### src/rtl/mem_exception_sequencer.sv
// MEM-stage sequencer for a multi-cycle data memory: issues registered strobes, stalls the
// pipeline while busy, and raises a held trap request on ALU faults, conflicting requests or timeout.

module mem_exception_sequencer #(
  parameter int ADDR_W  = 32,
  parameter int TIMEOUT = 15
) (
  input  logic              clk,
  input  logic              reset,
  input  logic [7:0]        ALU_status,
  input  logic              readIn,
  input  logic              writeIn,
  input  logic [ADDR_W-1:0] pc_in,
  input  logic              mem_ready,
  input  logic              exc_ack,
  output logic              MemRead,
  output logic              MemWrite,
  output logic              stall,
  output logic              exc_valid,
  output logic [ADDR_W-1:0] epc,
  output logic [3:0]        cause
);

  typedef enum logic [1:0] {
    IDLE   = 2'd0,
    ACCESS = 2'd1,
    EXC    = 2'd2
  } state_t;

  localparam logic [7:0] LAST_COUNT    = 8'(TIMEOUT - 1);
  localparam logic [3:0] CAUSE_NONE    = 4'd0;
  localparam logic [3:0] CAUSE_OVF     = 4'd1;
  localparam logic [3:0] CAUSE_ALIGN   = 4'd2;
  localparam logic [3:0] CAUSE_RANGE   = 4'd3;
  localparam logic [3:0] CAUSE_TIMEOUT = 4'd4;
  localparam logic [3:0] CAUSE_RDWR    = 4'd5;

  state_t     state_r;
  logic [7:0] counter_r;
  logic       excDet_s;
  logic       reqDet_s;
  logic [3:0] trapCode_s;
  logic       trapNow_s;

  // Highest-priority fault seen in IDLE; timeout is raised separately from ACCESS.
  function automatic logic [3:0] faultCause(input logic [7:0] status, input logic rd, input logic wr);
    logic [3:0] code;
    if (status[6]) begin
      code = CAUSE_OVF;
    end else if (status[3]) begin
      code = CAUSE_ALIGN;
    end else if (status[2]) begin
      code = CAUSE_RANGE;
    end else if (rd && wr) begin
      code = CAUSE_RDWR;
    end else begin
      code = CAUSE_NONE;
    end
    return code;
  endfunction

  // Fault/request decode and the combinational stall, so the requester freezes in the same cycle.
  always_comb begin
    excDet_s   = ALU_status[6] | ALU_status[3] | ALU_status[2];
    reqDet_s   = readIn | writeIn;
    trapCode_s = faultCause(ALU_status, readIn, writeIn);
    trapNow_s  = (trapCode_s != CAUSE_NONE);
    stall      = (state_r != IDLE) | excDet_s | reqDet_s;
  end

  // Sequencer FSM with all registered outputs.
  always_ff @(posedge clk) begin
    if (reset) begin
      state_r   <= IDLE;
      counter_r <= 8'd0;
      MemRead   <= 1'b0;
      MemWrite  <= 1'b0;
      exc_valid <= 1'b0;
      epc       <= '0;
      cause     <= CAUSE_NONE;
    end else begin
      case (state_r)
        IDLE: begin
          if (trapNow_s) begin
            state_r   <= EXC;
            exc_valid <= 1'b1;
            epc       <= pc_in;
            cause     <= trapCode_s;
            MemRead   <= 1'b0;
            MemWrite  <= 1'b0;
          end else if (reqDet_s) begin
            state_r   <= ACCESS;
            MemRead   <= readIn;
            MemWrite  <= writeIn;
            counter_r <= 8'd0;
          end else begin
            MemRead  <= 1'b0;
            MemWrite <= 1'b0;
          end
        end
        ACCESS: begin
          // A ready on the final counted cycle still completes normally.
          if (mem_ready) begin
            state_r   <= IDLE;
            MemRead   <= 1'b0;
            MemWrite  <= 1'b0;
            counter_r <= 8'd0;
          end else if (counter_r == LAST_COUNT) begin
            state_r   <= EXC;
            MemRead   <= 1'b0;
            MemWrite  <= 1'b0;
            exc_valid <= 1'b1;
            epc       <= pc_in;
            cause     <= CAUSE_TIMEOUT;
            counter_r <= 8'd0;
          end else begin
            counter_r <= counter_r + 8'd1;
          end
        end
        EXC: begin
          MemRead  <= 1'b0;
          MemWrite <= 1'b0;
          if (exc_ack) begin
            state_r   <= IDLE;
            exc_valid <= 1'b0;
          end else begin
            exc_valid <= 1'b1;
          end
        end
        default: begin
          state_r   <= IDLE;
          counter_r <= 8'd0;
          MemRead   <= 1'b0;
          MemWrite  <= 1'b0;
          exc_valid <= 1'b0;
        end
      endcase
    end
  end

  mem_exception_sequencer_chk #(
    .TIMEOUT(TIMEOUT)
  ) u_chk (
    .clk      (clk),
    .reset    (reset),
    .MemRead  (MemRead),
    .MemWrite (MemWrite),
    .exc_valid(exc_valid),
    .counter  (counter_r)
  );

endmodule

// Safety invariants of the sequencer outputs, kept apart from the datapath.
module mem_exception_sequencer_chk #(
  parameter int TIMEOUT = 15
) (
  input logic       clk,
  input logic       reset,
  input logic       MemRead,
  input logic       MemWrite,
  input logic       exc_valid,
  input logic [7:0] counter
);

  localparam logic [7:0] LAST_COUNT = 8'(TIMEOUT - 1);

  a_strobeExclusive: assert property (@(posedge clk) disable iff (reset)
    !(MemRead && MemWrite));

  a_noStrobeInTrap: assert property (@(posedge clk) disable iff (reset)
    !(exc_valid && (MemRead || MemWrite)));

  a_counterBound: assert property (@(posedge clk) disable iff (reset)
    counter <= LAST_COUNT);

endmodule
### config.mk
export PLATFORM = sky130hd
export DESIGN_NAME = mem_exception_sequencer
export DESIGN_NICKNAME = d
export VERILOG_FILES = /design/src/rtl/mem_exception_sequencer.sv
export SDC_FILE = /design/constraint.sdc
export NUM_CORES = 1
export LEC_CHECK = 0
export ABC_AREA = 0
export CAP_MARGIN = 10
export CORE_MARGIN = 2
export CORE_UTILIZATION = 40
export DETAILED_ROUTE_END_ITERATION = 7
export HOLD_SLACK_MARGIN = 0.06
export PLACE_DENSITY = 0.76
export SYNTH_ARGS = -nofsm -noshare
export SYNTH_HDL_FRONTEND = slang
export SYNTH_SLANG_ARGS = --single-unit
### constraint.sdc
create_clock -name clk -period 1.8 [get_ports clk]
set_input_delay 0.27 -clock clk [delete_from_list [all_inputs] [get_ports clk]]
set_output_delay 0.27 -clock clk [all_outputs]
set_load 0.02 [all_outputs]
; After elaboration in Yosys (flattened, before gate mapping)
; Cells that the tools add are included.
[totals]
ff_bits = 49
out_inout_bits = 40
[op_classes]
muxes = 36
eq_ne = 11
n_reduce_logical = 9
bitwise_logic = 6
add_sub_neg = 1
[ops]
columns = cell, count
row1 = $mux W32, 3
row2 = $pmux W32 S2, 1
row3 = $mux W8, 4
row4 = $pmux W8 S3, 1
row5 = $mux W3, 4
row6 = $mux W4, 3
row7 = $ne A2 B2 Y1 const B, 6
row8 = $mux W1, 10
row9 = $mux W2, 5
row10 = $reduce_and A3 Y1, 3
row11 = $add A8 B1 Y8 const B, 1
row12 = $eq A8 B4 Y1 const B, 1
row13 = $pmux W4 S2, 1
row14 = $ne A3 B3 Y1 const B, 2
row15 = $pmux W2 S3, 1
row16 = $or A1 B1 Y1, 5
row17 = $pmux W1 S2, 2
row18 = $reduce_and A4 Y1, 1
row19 = $reduce_bool A2 Y1, 2
row20 = $reduce_bool A4 Y1, 1
row21 = $pmux W1 S3, 1
row22 = $eq A2 B1 Y1 const B, 1
row23 = $eq A2 B2 Y1 const B, 1
row24 = $logic_not A2 Y1, 1
row25 = 2 further kinds, 2

; Longest topological paths before layout
[logic_depth]
word_depth = 8
ltp_mapped = 7

; Least setup slack after synthesis
; Ideal clock, no wire load.
[synth_timing]
path_kind = register -> register
from = register counter_r[0]
to = register epc[23]
path_stages_with_launch = 8
path_slack_ns = 0.215
required_ns = 1.729
t_arrival_ns = 1.515
period_less_slack_ns = 1.585
setup_time_ns = 0.071
cell_sequence = dfxtp_1 -> inv_1 -> ha_1 -> and4b_1 -> a32oi_4 -> buf_6 -> nand2_1 -> a21oi_1
[synth_between]
elab_chain_cells = 3
[synth_lines]
columns = element, line
row1 = "start, declared", 39  ; logic [7:0] counter_r;
row2 = "start signal, assigned", 117  ; counter_r <= counter_r + 8'd1;
row3 = $eq A8 B4 Y1, 108  ; end else if (counter_r == LAST_COUNT) begin
row4 = $ne A2 B2 Y1 (no source line), -
row5 = $reduce_and A4 Y1 (no source line), -
row6 = "end signal, assigned", 87  ; epc <= pc_in;
row7 = "end signal, assigned", 113  ; epc <= pc_in;
row8 = "end, declared", 20  ; output logic [ADDR_W-1:0] epc,
; No other way between the ends.
; A chain may end at the register's enable or synchronous reset.

; Worst setup path after layout
[layout_timing]
from = input ALU_status[6]
to = register epc[30]
[layout_between]
elab_chain_cells = 4
[layout_lines]
columns = element, line
row1 = "start, declared", 10  ; input logic [7:0] ALU_status,
row2 = $mux W3, 48  ; if (status[6]) begin
row3 = $reduce_bool A4 Y1, 67  ; trapNow_s = (trapCode_s != CAUSE_NONE);
row4 = $ne A2 B2 Y1 (no source line), -
row5 = $reduce_and A4 Y1 (no source line), -
; No other way between the ends.

==> results.cfg <==
[setup_path]
critPathCaptureType = flip-flop
cp-start-kind = input pin
cp.arrival_ps = 1950
cp.required_ps = 2030
path_max_fanout = 9
critPathKind = in2reg

[final_layout]
design_area_um2 = 3080
layout_commonest_cell = clkdlybuf4s50_1
antenna_cells = 0
seqCellArea_um2 = 961
layout_common_cells = clkdlybuf4s50_1 (77), nand2_1 (73), dfxtp_1 (48)
nNetsFinal = 385
drive_above_1_share_pct = 10.7
fill_cells = 422
multi_input_area_um2 = 961
stdcell_count = 404
areaGrowthSynthToFinish_pct = 53.8

[pwr]
total_power_mw = 2.32
vdd_ir_drop_max_v = 0.000570
power_leakage_nw = 1.19
powerDensity_nw_per_um2 = 755

[flow_run]
drv_cap = 0

[sta]
hold_violations = 0
setup_violations = 0
max_clock_freq_mhz = 582
fin_setup_tns_ps = 0
finalCritPeriodShare_pct = 95.4
period_needed_ps = 1720
skew_ps = 4.24
drv_slew = 0

[logic_synthesis]
synthArstFlopShare_pct = 0
syn_inst = 243
yosysSeqAreaShare_pct = 48.0
ys.warnings.count = 0
syn_nets = 291
synth.distinct_cells = 42
ys_ff_latch = 48
synth_ff_type = dfxtp_1
syn_area_um2 = 2000
avgSynthCellArea_um2 = 8.24
synth_edf_count = 0

[cts]
h-tree-depth = 2
postCtsSetupBuffers = 0
clock_latency_ps = 290
clk_pin_slew_ps = 80
root_buffer = clkbuf_8
numCtsBuffers = 5
cts.sinks = 48
cts_buffer_depth = 2
cts_tree = done

[grt]
track_usage_pct = 18.6
antenna_found_initial = 0
overflow = 0
first_global_vias = 1836
grt_max_degree = 34
grt_pass1_wl_um = 8160

[drt]
wl_per_cell_um = 12.5
drc_errors = 0
dr.first_iter.drc_count = 101
ant_nets = 0
vias = 1994
drt-total-wl_um = 5050
vias_per_cell = 4.94
first_pass_iters = 4

[floorplanning]
die_x_um = 74.8
rows = 25
initial_core_util_pct = 41.9
ioPinCount = 86
die_area_um2 = 5590
die_y_um = 74.8
core_um2 = 4790

[placed_design]
dpl.hpwl_um = 3720
placed_area_um2 = 2990
dp.cells = 397
gp_congestion = 0.797
port_buffers = 79

[hold_path]
hold_class = in2reg

[status]
status = finished clean
## state kept, by name, indices dropped and copies added (netlist names)
| signal | cells |
|---|---|
| epc | 32 |
| counter_r | 8 |
| cause | 3 |
| state_r | 2 |
| MemRead | 1 |
| MemWrite | 1 |
| exc_valid | 1 |
## kinds of logic after synthesis
group                      count (synthesis)  share of synthesized area, %
other                                      1                         0.187
DFF                                       48                          48.0
xor gates and xnor gates                   2                         0.875
and+or+nand+nor                          113                          25.3
adders and majority gates                  2                          1.25
AOI/OAI and AO/OA                         58                          18.7
muxes                                      2                         0.999
buffers and inverters                     17                          4.68
## power by group
| group | internal (mW) | total (mW) | switching, mW |
|---|---|---|---|
| Sequential | 1.13 | 1.17 | 0.0366 |
| Clock | 0.263 | 0.604 | 0.340 |
| Combinational | 0.285 | 0.555 | 0.270 |
| Total | 1.68 | 2.32 | 0.647 |
## what timing repair did
action | CTS | global route
endpoints found under the setup margin | 1 | 26
hold buffers | 0 | 0
gates resized for setup | 1 | 4
pin swaps | 0 | 2
## cells in the mapped netlist (2+ instances only)
cell / number / area (µm²)
buf_2: 3 / 15.0
nor3_1: 3 / 15.0
clkbuf_1: 7 / 26.3
a22o_1: 2 / 17.5
ha_1: 2 / 25.0
nand2_1: 73 / 274
nand4_1: 2 / 12.5
nor2_1: 15 / 56.3
nand3_1: 7 / 35.0
buf_6: 3 / 33.8
inv_1: 3 / 11.3
or3_1: 2 / 12.5
a2111o_1: 2 / 22.5
a21oi_1: 40 / 200
mux2i_1: 2 / 20.0
a22oi_1: 2 / 15.0
or4_1: 2 / 15.0
a31oi_1: 2 / 12.5
dfxtp_1: 48 / 961
## final timing paths
check / start / slack [ps] / cells past startpoint / endpoint
worst min register to register: epc[20] / 450 / 2 / epc[20]
worst max-delay path: ALU_status[6] / 80 / 7 / epc[30]
worst min-delay path: writeIn / 390 / 3 / MemWrite
worst max register to register: counter_r[0] / 180 / 7 / epc[30]
## layout make-up
cell class | instances | area share (%)
Tap cell | 67 | 2.72
Timing Repair Buffer | 101 | 31.9
Clock inverter | 2 | 0.406
Multi-Input combinational cell | 178 | 31.2
Sequential cell | 48 | 31.2
Inverter | 3 | 0.366
Clock buffer | 5 | 2.23
## per-stage QoR
| step | hold slack, ps | worst slack [ps] | utilization (%) |
|---|---|---|---|
| 2_1_floorplan | 410 | 215 | - |
| 3_3_place_gp | 437 | -217 | 62.4 |
| 3_5_place_dp | 443 | -231 | 62.4 |
| 4_1_cts | 456 | 30.6 | 64.1 |
| 5_1_grt | 458 | -7.24 | 64.4 |
| 6_report | 393 | 82.5 | 64.4 |
## per-layer routing
metal | vias up | track usage, % | share of wire [%]
li1 | 1022 | - | -
met1 | 910 | 24.3 | 45
met2 | 54 | 30.0 | 47
met3 | 8 | 4.28 | 6.3
met4 | 0 | 7.54 | 1.7
met5 | - | 0 | 0
## critical path: stages
cell             delay, ps
clkdlybuf4s50_1        440
buf_4                  160
a2111o_1               370
a32oi_4                300
buf_4                  220
nand2_1                 70
a21oi_1                120
Note: power is estimated with default switching activity, not from simulation.
